**config.mk**
```make
export PLATFORM = sky130hd
export DESIGN_NAME = mem_port_arbiter
export DESIGN_NICKNAME = d
export VERILOG_FILES = /design/src/rtl/rv32i_types.sv /design/src/rtl/mem_port_arbiter.sv
export SDC_FILE = /design/constraint.sdc
export NUM_CORES = 1
export LEC_CHECK = 0
export CAP_MARGIN = 10
export CORE_ASPECT_RATIO = 2
export CORE_MARGIN = 2
export CORE_UTILIZATION = 48
export DETAILED_ROUTE_END_ITERATION = 7
export GPL_TIMING_DRIVEN = 1
export PLACE_DENSITY = 0.86
export SLEW_MARGIN = 40
export SYNTH_ARGS = -nofsm -noshare
export SYNTH_HDL_FRONTEND = slang
export SYNTH_SLANG_ARGS = --single-unit
```
**constraint.sdc**
```tcl
create_clock -name clk -period 2.5 [get_ports clk]
set_clock_uncertainty 0.05 [all_clocks]
set_input_delay 0.5 -clock clk [delete_from_list [all_inputs] [get_ports clk]]
set_output_delay 0.5 -clock clk [all_outputs]
set_load 0.005 [all_outputs]
```
**src/rtl/rv32i_types.sv**
```systemverilog
// rv32i_types: shared types for the pipelined CPU memory path.
package rv32i_types;
  typedef enum logic [1:0] {IDLE, D_ACC, I_ACC, DONE} arb_state_t;
endpackage

```
**src/rtl/mem_port_arbiter.sv**
```systemverilog
// mem_port_arbiter: serializes data and fetch requests onto one memory port and returns both responses together.
module mem_port_arbiter
  import rv32i_types::*;
#(parameter int WIDTH = 32) (
  input  logic             clk,
  input  logic             rst_n,
  input  logic             imem_read,
  input  logic [WIDTH-1:0] imem_address,
  output logic             imem_resp,
  output logic [WIDTH-1:0] imem_rdata,
  input  logic             dmem_read,
  input  logic             dmem_write,
  input  logic [WIDTH-1:0] dmem_address,
  input  logic [WIDTH-1:0] dmem_wdata,
  input  logic [3:0]       dmem_byte_enable,
  output logic             dmem_resp,
  output logic [WIDTH-1:0] dmem_rdata,
  output logic             mem_read,
  output logic             mem_write,
  output logic [WIDTH-1:0] mem_address,
  output logic [WIDTH-1:0] mem_wdata,
  output logic [3:0]       mem_byte_enable,
  input  logic             mem_resp,
  input  logic [WIDTH-1:0] mem_rdata
);
  arb_state_t state, next_state;
  logic i_pend, d_pend, d_wr;
  logic [WIDTH-1:0] i_addr, d_addr, d_wdata;
  logic [3:0] d_be;
  // The bundle is only loaded in IDLE, so requester changes mid-access are invisible downstream.
  always_ff @(posedge clk or negedge rst_n) begin
    if (!rst_n) begin
      state      <= IDLE;
      i_pend     <= 1'b0;
      d_pend     <= 1'b0;
      d_wr       <= 1'b0;
      i_addr     <= '0;
      d_addr     <= '0;
      d_wdata    <= '0;
      d_be       <= '0;
      imem_rdata <= '0;
      dmem_rdata <= '0;
    end else begin
      state <= next_state;
      if (state == IDLE) begin
        i_pend  <= imem_read;
        d_pend  <= dmem_read | dmem_write;
        d_wr    <= dmem_write;
        i_addr  <= imem_address;
        d_addr  <= dmem_address;
        d_wdata <= dmem_wdata;
        d_be    <= dmem_byte_enable;
      end
      if (state == I_ACC && mem_resp) imem_rdata <= mem_rdata;
      if (state == D_ACC && mem_resp && !d_wr) dmem_rdata <= mem_rdata;
    end
  end
  always_comb begin
    next_state      = state;
    mem_read        = 1'b0;
    mem_write       = 1'b0;
    mem_address     = '0;
    mem_wdata       = '0;
    mem_byte_enable = 4'h0;
    imem_resp       = 1'b0;
    dmem_resp       = 1'b0;
    case (state)
      IDLE: next_state = (dmem_read | dmem_write) ? D_ACC : imem_read ? I_ACC : IDLE;
      D_ACC: begin
        mem_read        = !d_wr;
        mem_write       = d_wr;
        mem_address     = d_addr;
        mem_wdata       = d_wdata;
        mem_byte_enable = d_wr ? d_be : 4'hF;
        if (mem_resp) next_state = i_pend ? I_ACC : DONE;
      end
      I_ACC: begin
        mem_read        = 1'b1;
        mem_address     = i_addr;
        mem_byte_enable = 4'hF;
        if (mem_resp) next_state = DONE;
      end
      DONE: begin
        imem_resp  = i_pend;
        dmem_resp  = d_pend;
        next_state = IDLE;
      end
    endcase
  end
endmodule

```
**Word level (Yosys, flattened, before mapping)**

Index checks and enable logic that the tools add are counted.

- Input port bits: 138
- Bits in registers: 169
- Output and inout port bits: 136
- Word-level logic and storage cells: 36

- Muxes and demuxes: 14
- Reduce and logical (&&, ||, !) cells: 6
- Bitwise gates (word level): 1
- Eq/ne operators: 5

Operator list:

| kind | number |
|---|---|
| 32-bit case mux with 2 select lines | 1 |
| 32-bit 2-to-1 mux | 1 |
| 2-bit 2-to-1 mux | 4 |
| 2-bit case mux with 4 select lines | 1 |
| 4-bit case mux with 2 select lines | 1 |
| 2-bit == test (second input constant) | 2 |
| 1-bit 2-to-1 mux | 4 |
| 4-bit 2-to-1 mux | 1 |
| 2-bit != test (second input constant) | 2 |
| 1-bit logical AND | 3 |
| 2-bit by 1-bit == test with 1-bit output (second input constant) | 1 |
| 2-bit logical NOT | 1 |
| 1-bit case mux with 2 select lines | 1 |
| 2-bit AND reduction | 1 |
| 1-bit logical NOT | 1 |
| 1-bit OR | 1 |

**Depth between registers and ports, before layout**

Gate-level depths: netlist (run 1).

- Depth after elaboration: 3
- Mapped depth: 7

**Least setup slack after synthesis (run 1)**

No wires, ideal clock.

- Path type: register to output
- Start point: reg state[0]
- End point: out mem_address[0]
- Arrival time: 1339 ps
- Cell stages (with the launch flop): 6
- Buffers on the path: 2
- Slack: 611 ps
- Data required time: 1950 ps
- Cells stage by stage: dfrtp_1 > inv_1 > ha_1 > clkbuf_1 > clkbuf_1 > nor2b_1

- Longest elaborated chain between the ends: 2
- Elaborated cells on any way between the ends: 3
- Those cells by class: eq/ne (2); mux (1)

Ends and longest elaborated chain:

| element | RTL line | RTL |
|---|---|---|
| start: declaration | mem_port_arbiter.sv:26 | `arb_state_t state, next_state;` |
| start signal: assignment | mem_port_arbiter.sv:44 | `state <= next_state;` |
| 2-bit == test / 2-bit by 1-bit == test with 1-bit output (equally long branches) | mem_port_arbiter.sv:67 | `case (state)` |
| 32-bit case mux with 2 select lines (*) | mem_port_arbiter.sv:67 |  |
| end: declaration | mem_port_arbiter.sv:20 | `output logic [WIDTH-1:0] mem_address,` |

Every way passes the cells marked *; elsewhere a longest branch is shown, timed or not.

**Final worst setup path (run 1)**

- Start point: reg state[0]
- End point: out mem_address[5]

Same word-level chain as after synthesis.

==> summary.txt, run 1 <==
Run status
  – Outcome: finished with violations
  – Violations in the final reports: negative hold slack, negative setup slack

Floorplanning
  – Placeable core region: 14900 sq um
  – Die height: 179 microns
  – Area of the die: 16300 sq um
  – Number of top-level pins: 274
  – Starting utilization of the core area: 49.1%
  – Site row count: 63
  – Die width: 91.3 microns

Placed design
  – Number of buffer cells added on primary ports: 273
  – Area post-placement: 10300 sq um
  – Cell total after placement: 950
  – Final weighted congestion in routability-driven placement: 0.866
  – DP Wirelength: 14.8 mm

Clock network
  – Clock-pin slew of the registers on the worst-case setup and hold paths: 0.06 ns
  – Hold buffers post-CTS: 0
  – Clock buffers created by TritonCTS: 17
  – Number of sinks handled by clock tree synthesis: 169
  – CTS max path bufs: 2
  – H-Tree Level Count: 4
  – Library cell used as clock root buffer: sky130_fd_sc_hd__clkbuf_16
  – CTS tree: done
  – Source-to-sink clock delay at the later pin of the worst-skew pair: 0.41 ns

Synth
  – Leading area contributor after synthesis: sky130_fd_sc_hd__dfrtp_1
  – Number of nets produced by synthesis: 649
  – Part of the Yosys area used for sequential elements: 57.8%
  – Synth Warn #: 0
  – Synthesized area: 7310 sq um
  – Gate count of the mapped netlist: 505
  – Mean Syn Cell Area: 14.5 sq um
  – Total of flip-flops plus latches after synthesis: 169
  – Number of distinct library cells after synthesis: 24
  – Area share of the leading cell type in the synthesized netlist: 57.8%
  – Cells taking the most area after synthesis: sky130_fd_sc_hd__dfrtp_1, sky130_fd_sc_hd__mux2_1, sky130_fd_sc_hd__mux2_4, sky130_fd_sc_hd__a22oi_1, sky130_fd_sc_hd__nor2b_1

Route
  – Vias/cell: 5.26
  – Routed len/inst: 21.5 microns
  – 1st-pass router iterations: 4
  – Remaining DRCs: 0
  – Routed wire length: 21.9 mm
  – Count of vias placed by the detailed router: 5347
  – Antenna Violating Nets Remaining: 0
  – Violation count after the first detailed-route iteration: 162

Cells and area
  – Proportion of layout cells with a drive suffix above 1: 19.6%
  – Area occupied by multi-input gates: 3030 sq um
  – Commonest cells after routing, fill and taps aside: sky130_fd_sc_hd__clkdlybuf4s50_1, sky130_fd_sc_hd__dfrtp_1, sky130_fd_sc_hd__mux2_1
  – Sequential cell area in the final layout: 4230 sq um
  – Commonest non-fill, non-tap cell in the layout: sky130_fd_sc_hd__clkdlybuf4s50_1
  – Layout Cells excl Fill: 1017
  – Final net count: 951
  – Area added between synthesis and finish: 55.5%
  – Final std cell area, no fill: 11400 sq um
  – Layout filler cell count: 901
  – Final core utilization: 76.3%

Pwr
  – Design Power: 15.5 mW
  – Internal power: 10.6 mW
  – Ratio of total power to cell area: 1370 nW/um^2
  – Clock share of power: 18.3%
  – Leakage power figure: 5.00 nW
  – Comb power frac: 49.2%
  – Switching portion of total power: 32.0%
  – Peak supply drop: 0.810 mV
  – Switching power: 4.96 mW
  – Reg power frac: 32.5%

Critical path
  – Max Fanout on Critical Path: 8
  – Capturing element type of the critical path: output pin
  – Worst endpoint data arrival time: 2.03 ns
  – Largest delay contributor family on the critical path: buffers and inverters
  – Critical Path Start Type: flop
  – Data required time at the worst endpoint: 1.95 ns
  – Setup Crit Path Kind: reg2out
  – CP Buf/Inv Count: 2
  – Slowest stage cell, crit path: sky130_fd_sc_hd__clkdlybuf4s50_1
  – Critical path's largest stage delay: 0.51 ns
  – R2r setup slk: 0.68 ns
  – Cells traversed along the worst timing path: inv_4, ha_2, a22oi_1, nor2b_1, clkdlybuf4s50_1

Global route
  – GRT Resource Usage Total: 27.2%
  – Total congestion overflow after global routing: 0
  – Global-route wire length before repair: 33.4 mm
  – Initial antenna violation count: 4
  – Largest net degree at the start of global routing: 60
  – Number of global-route vias before repair: 6216

STA
  – RSZ-0062 raised after global routing: yes
  – Actual transition at the worst max-transition pin: 0.562 ns
  – Slew HR: 62.5%
  – Highest attainable clock frequency: 388 MHz
  – Min Tclk post-route: 2.58 ns
  – Setup ws final: -0.0797 ns
  – Number of slew-limit violations in the final report: 0
  – Number of failing hold endpoints at the final stage: 3
  – Final Hold Slack: -0.0122 ns
  – Count of final setup violators: 1
  – Period Utilization, post-route: 103%

Flow run
  – # Max-Cap Violations: 0

Worst hold path
  – Type of the worst min-delay path: in2async
==> worst reg2reg max path, cell delays in order (launching register included) <==
cell and delay (ns):
sky130_fd_sc_hd__dfrtp_2 0.46, sky130_fd_sc_hd__ha_4 0.22, sky130_fd_sc_hd__buf_12 0.14, sky130_fd_sc_hd__nor2b_4 0.12
sky130_fd_sc_hd__nand2_2 0.09, sky130_fd_sc_hd__buf_12 0.25, sky130_fd_sc_hd__mux2_1 0.38
==> final timing paths <==
check,startpoint,to,depth (start not counted)
worst max-delay path,state[0]$_DFFE_PN0P_,mem_address[5],5
worst min-delay path,rst_n,i_addr[13]$_DFFE_PN0N_,1
worst max register to register,state[0]$_DFFE_PN0P_,dmem_rdata[31]$_DFFE_PN0P_,6
worst min register to register,d_wdata[0]$_DFFE_PN0N_,d_wdata[0]$_DFFE_PN0N_,1
max in group asynchronous,rst_n,d_wdata[6]$_DFFE_PN0N_,2
min in group clk,d_wdata[0]$_DFFE_PN0N_,d_wdata[0]$_DFFE_PN0N_,1
==> registers in the layout, indices dropped and copies added (netlist names) <==
name        count
i_addr         32
i_pend          1
d_addr         32
d_wdata        32
d_pend          1
imem_rdata     32
dmem_rdata     32
d_be            4
state           2
d_wr            1
==> stage by stage <==
stage	TNS (ns)	setup slack [ns]
after floorplan	0	0.611
after global routing	-0.494	-0.185
after CTS	-0.698	-0.144
after detailed placement	0	0.0996
after global placement	0	0.195
final	-0.0797	-0.0797
==> power groups by stage <==
stage | Sequential (mW) | Combinational, mW | Clock [mW]
floorplan | 4.78 | 3.34 | 0
global placement | 4.88 | 6.54 | 0
detailed placement | 4.98 | 6.75 | 0
CTS | 4.99 | 7.53 | 2.88
global route | 5.19 | 8.14 | 3.00
finish | 5.05 | 7.63 | 2.85
==> repair_timing <==
action	4_1_cts	5_1_grt
pin swaps	2	2
buffers inserted	20	10
setup endpoints to repair	70	23
gates resized for setup	109	70
gates cloned	4	0
==> cell type report <==
cell class / instances / area share (%)
clock inverters: 11 / 1.73
inverters: 3 / 0.143
multi-input cells: 300 / 26.7
diodes: 2 / 0.0440
well taps: 195 / 2.15
flip-flops and latches: 169 / 37.2
clock buffers: 21 / 3.87
repair buffers: 316 / 28.2
==> cell usage after synthesis <==
master	instances
sky130_fd_sc_hd__a21oi_1	6
sky130_fd_sc_hd__a22oi_1	32
sky130_fd_sc_hd__a31o_1	1
sky130_fd_sc_hd__a31oi_1	1
sky130_fd_sc_hd__and2_1	35
sky130_fd_sc_hd__buf_1	2
sky130_fd_sc_hd__buf_2	15
sky130_fd_sc_hd__buf_4	1
sky130_fd_sc_hd__buf_6	5
sky130_fd_sc_hd__clkbuf_1	10
sky130_fd_sc_hd__dfrtp_1	169
sky130_fd_sc_hd__ha_1	6
sky130_fd_sc_hd__inv_1	3
sky130_fd_sc_hd__mux2_1	136
sky130_fd_sc_hd__mux2_4	30
sky130_fd_sc_hd__nand2_1	1
sky130_fd_sc_hd__nand2_2	2
sky130_fd_sc_hd__nand2b_1	4
sky130_fd_sc_hd__nor2_1	5
sky130_fd_sc_hd__nor2b_1	37
sky130_fd_sc_hd__nor2b_4	1
sky130_fd_sc_hd__o21a_1	1
sky130_fd_sc_hd__o21ai_0	1
sky130_fd_sc_hd__o21bai_1	1
==> kinds of logic after synthesis <==
| group | Yosys count | share of synthesized area [%] |
|---|---|---|
| simple gates | 85 | 7.17 |
| fa+ha+maj | 6 | 1.03 |
| mux | 166 | 27.1 |
| buf+inv | 36 | 2.67 |
| compound gates | 43 | 4.18 |
| flops | 169 | 57.8 |
==> per-layer routing <==
layer	part of all wire (%)	track usage [%]	up-vias
li1	-	-	2363
met1	33	26.5	2702
met2	56	50.0	220
met4	4.5	16.1	4
met5	0.11	0	-
met3	5.9	7.94	58
(Power assumes the default switching activity.)
==> run 2, diff against run 1 <==
GPL_TIMING_DRIVEN = not set   (was 1)
==> results of run 2 <==
No change in the layout: final DEF, timing and power equal those of run 1.
==> run 3, diff against run 2 <==
CORE_UTILIZATION = 45   (was 48)
PLACE_DENSITY = 0.81   (was 0.86)
clock period = 2.6 ns   (was 2.5 ns; I/O delays follow)
==> run 3 against run 2 <==
Die area rose by 6.4%. Largest power group unchanged. Setup slack improved by 0.12 ns. Register-to-register slack got worse by 0.20 ns. Critical endpoint is now mem_address[29]. The flow finishes with violations (negative hold slack).
==> summary.txt, run 3 (synthesized netlist as in run 1, its figures left out) <==
Clock network
  – H-Tree Level Count: 4 (unchanged)
  – CTS max path bufs: 2 (unchanged)
  – Hold buffers post-CTS: 0 (unchanged)
  – Clock-pin slew of the registers on the worst-case setup and hold paths: 0.06 ns (about the same)
  – Number of sinks handled by clock tree synthesis: 169 (unchanged)
  – Library cell used as clock root buffer: sky130_fd_sc_hd__clkbuf_16
  – Source-to-sink clock delay at the later pin of the worst-skew pair: 0.41 ns (about the same)
  – CTS tree: done
  – Clock buffers created by TritonCTS: 17 (unchanged)

Pwr
  – Reg power frac: 33.7% (+1.2 points)
  – Clock share of power: 19.0% (+0.7 points)
  – Internal power: 9.80 mW (-7.2%)
  – Peak supply drop: 0.610 mV (-25%)
  – Leakage power figure: 5.23 nW (+4.6%)
  – Switching portion of total power: 30.8% (-1.2 points)
  – Comb power frac: 47.3% (-1.9 points)
  – Switching power: 4.36 mW (-12%)
  – Ratio of total power to cell area: 1260 nW/um^2 (-7.9%)
  – Design Power: 14.2 mW (-8.8%)

Critical path
  – Launch point of the worst path: state[1]$_DFFE_PN0P_
  – Worst endpoint data arrival time: 1.99 ns (-0.04 ns)
  – Timing endpoint of the critical path: mem_address[29]
  – FF-to-FF End: dmem_rdata[31]$_DFFE_PN0P_
  – Critical Path Start Type: flop
  – R2r setup slk: 0.48 ns (-0.20 ns)
  – Cells on worst reg2reg path: 7 (+1)
  – Capturing element type of the critical path: output pin
  – Data required time at the worst endpoint: 2.03 ns (+0.08 ns)
  – Max Fanout on Critical Path: 18 (+10)
  – Source of the worst register-to-register timing path: state[1]$_DFFE_PN0P_
  – Setup Crit Path Kind: reg2out

Floorplanning
  – Die width: 94.1 microns (+3.1%)
  – Area of the die: 17300 sq um (+6.4%)
  – Number of top-level pins: 274 (unchanged)
  – Die height: 184 microns (+3.2%)
  – Placeable core region: 16100 sq um (+8.1%)
  – Starting utilization of the core area: 45.4% (-3.7 points)
  – Site row count: 66 (+4.8%)

Cells and area
  – Sequential cell area in the final layout: 4230 sq um (unchanged)
  – Count of antenna diodes in the layout: 0 (-2)
  – Final net count: 937 (-1.5%)
  – Area added between synthesis and finish: 53.9%
  – Area occupied by multi-input gates: 2980 sq um (-1.6%)
  – Commonest non-fill, non-tap cell in the layout: sky130_fd_sc_hd__clkdlybuf4s50_1
  – Proportion of layout cells with a drive suffix above 1: 13.9% (-5.7 points)
  – Final std cell area, no fill: 11300 sq um (-0.99%)
  – Commonest cells after routing, fill and taps aside: sky130_fd_sc_hd__clkdlybuf4s50_1, sky130_fd_sc_hd__dfrtp_1, sky130_fd_sc_hd__mux2_1
  – Layout filler cell count: 1144 (+27%)

STA
  – Number of failing hold endpoints at the final stage: 2 (-1)
  – Actual transition at the worst max-transition pin: 0.632 ns (+0.0704 ns)
  – Highest attainable clock frequency: 391 MHz
  – Setup ws final: 0.0445 ns (+0.124 ns)
  – Final Hold Slack: -0.00718 ns (+0.00502 ns)
  – Count of final setup violators: 0 (-1)
  – Min Tclk post-route: 2.56 ns
  – Period Utilization, post-route: 98.3%
  – RSZ-0062 raised after global routing: yes
  – Number of slew-limit violations in the final report: 0 (unchanged)
  – Slew HR: 57.9% (-4.7 points)

Route
  – Antenna Violating Nets Remaining: 0 (unchanged)
  – Routed len/inst: 18.9 microns (-12%)
  – Remaining DRCs: 0 (unchanged)
  – Violation count after the first detailed-route iteration: 171 (+5.6%)
  – Vias/cell: 5.06 (-3.8%)
  – 1st-pass router iterations: 4 (unchanged)
  – Routed wire length: 19.1 mm (-13%)
  – Count of vias placed by the detailed router: 5106 (-4.5%)

Global route
  – Number of global-route vias before repair: 5618 (-9.6%)
  – Global-route wire length before repair: 29.8 mm (-11%)
  – Total congestion overflow after global routing: 0 (unchanged)
  – GRT Resource Usage Total: 22.5% (-4.7 points)
  – Largest net degree at the start of global routing: 56 (-6.7%)
  – Initial antenna violation count: 0 (-4)

Placed design
  – Final weighted congestion in routability-driven placement: 0.775 (-10%)
  – DP Wirelength: 13.3 mm (-9.9%)
  – Post-Place Worst Slack: 0.206 ns (+0.106 ns)
  – Area post-placement: 10300 sq um (+0.16%)
  – Number of buffer cells added on primary ports: 273 (unchanged)

Run status
  – Outcome: finished with violations
  – Violations in the final reports: negative hold slack

Flow run
  – # Max-Cap Violations: 0 (unchanged)

Worst hold path
  – Type of the worst min-delay path: in2async
## run 3: cell count changes in the layout (fill, tap and decap cells not counted), sizes merged
cell	before	now
dlymetal6s2s	3	24
clkdlybuf4s50	203	209
buf	48	30
bufinv	5	4
clkdlybuf4s15	12	1
clkbuf	39	21
clkinvlp	5	3
diode	2	0
clkinv	1	4
dlygate4sd2	32	38
## run 3: timing repair
item,CTS,global route
pin swaps,1,1
gates cloned,2,0
resized for setup,60,40
setup endpoints to repair,70,31
buffers inserted,8,5
## run 3: worst min-delay path by stage
stage | to | depth (start not counted) | from
floorplan | d_addr[0]$_DFFE_PN0N_ | 0 | rst_n
global placement | d_wdata[17]$_DFFE_PN0N_ | 1 | d_wdata[17]$_DFFE_PN0N_
detailed placement | d_wdata[13]$_DFFE_PN0N_ | 1 | d_wdata[13]$_DFFE_PN0N_
CTS | d_addr[10]$_DFFE_PN0N_ | 1 | rst_n
global route | d_addr[10]$_DFFE_PN0N_ | 1 | rst_n
finish | i_addr[10]$_DFFE_PN0N_ | 1 | rst_n
## run 3: metal layers
layer | global-route usage, % | up-vias | share of wire [%]
met1 | 27.2 | 2511 | 39
met2 | 35.8 | 240 | 48
met3 | 9.57 | 21 | 11
met4 | 8.23 | 0 | 1.9
met5 | 0 | - | 0
li1 | - | 2334 | -
## run 3: layout make-up
class                   count  area share, %
flip-flops and latches    169           37.6
clock inverters            11           1.51
multi-input cells         300           26.5
inverters                   3          0.145
repair buffers            302           27.9
clock buffers              21           4.09
well taps                 204           2.27
## run 3: critical path, stage by stage (launching register included)
cell	delay, ns
sky130_fd_sc_hd__dfrtp_2	0.44
sky130_fd_sc_hd__buf_4	0.15
sky130_fd_sc_hd__buf_12	0.12
sky130_fd_sc_hd__ha_4	0.17
sky130_fd_sc_hd__buf_8	0.16
sky130_fd_sc_hd__a22oi_1	0.20
sky130_fd_sc_hd__nor2b_1	0.07
sky130_fd_sc_hd__dlygate4sd2_1	0.26
## run 3: power groups by stage
stage | registers [mW] | logic, mW | clock network (mW)
finish | 4.78 | 6.69 | 2.69
detailed placement | 4.78 | 6.42 | 0
floorplan | 4.60 | 3.21 | 0
global placement | 4.74 | 6.25 | 0
CTS | 4.77 | 6.66 | 2.75
global route | 4.94 | 7.26 | 2.84
## run 3: per-stage QoR
| step | instances | TNS, ns | util, % |
|---|---|---|---|
| after CTS | 1005 | -1.90 | 68.9 |
| final | 1010 | 0 | 69.9 |
| after global routing | 1010 | -0.403 | 69.9 |
| after floorplan | 505 | 0 | - |
| after global placement | 963 | 0 | 64.1 |
| after detailed placement | 963 | 0 | 64.1 |
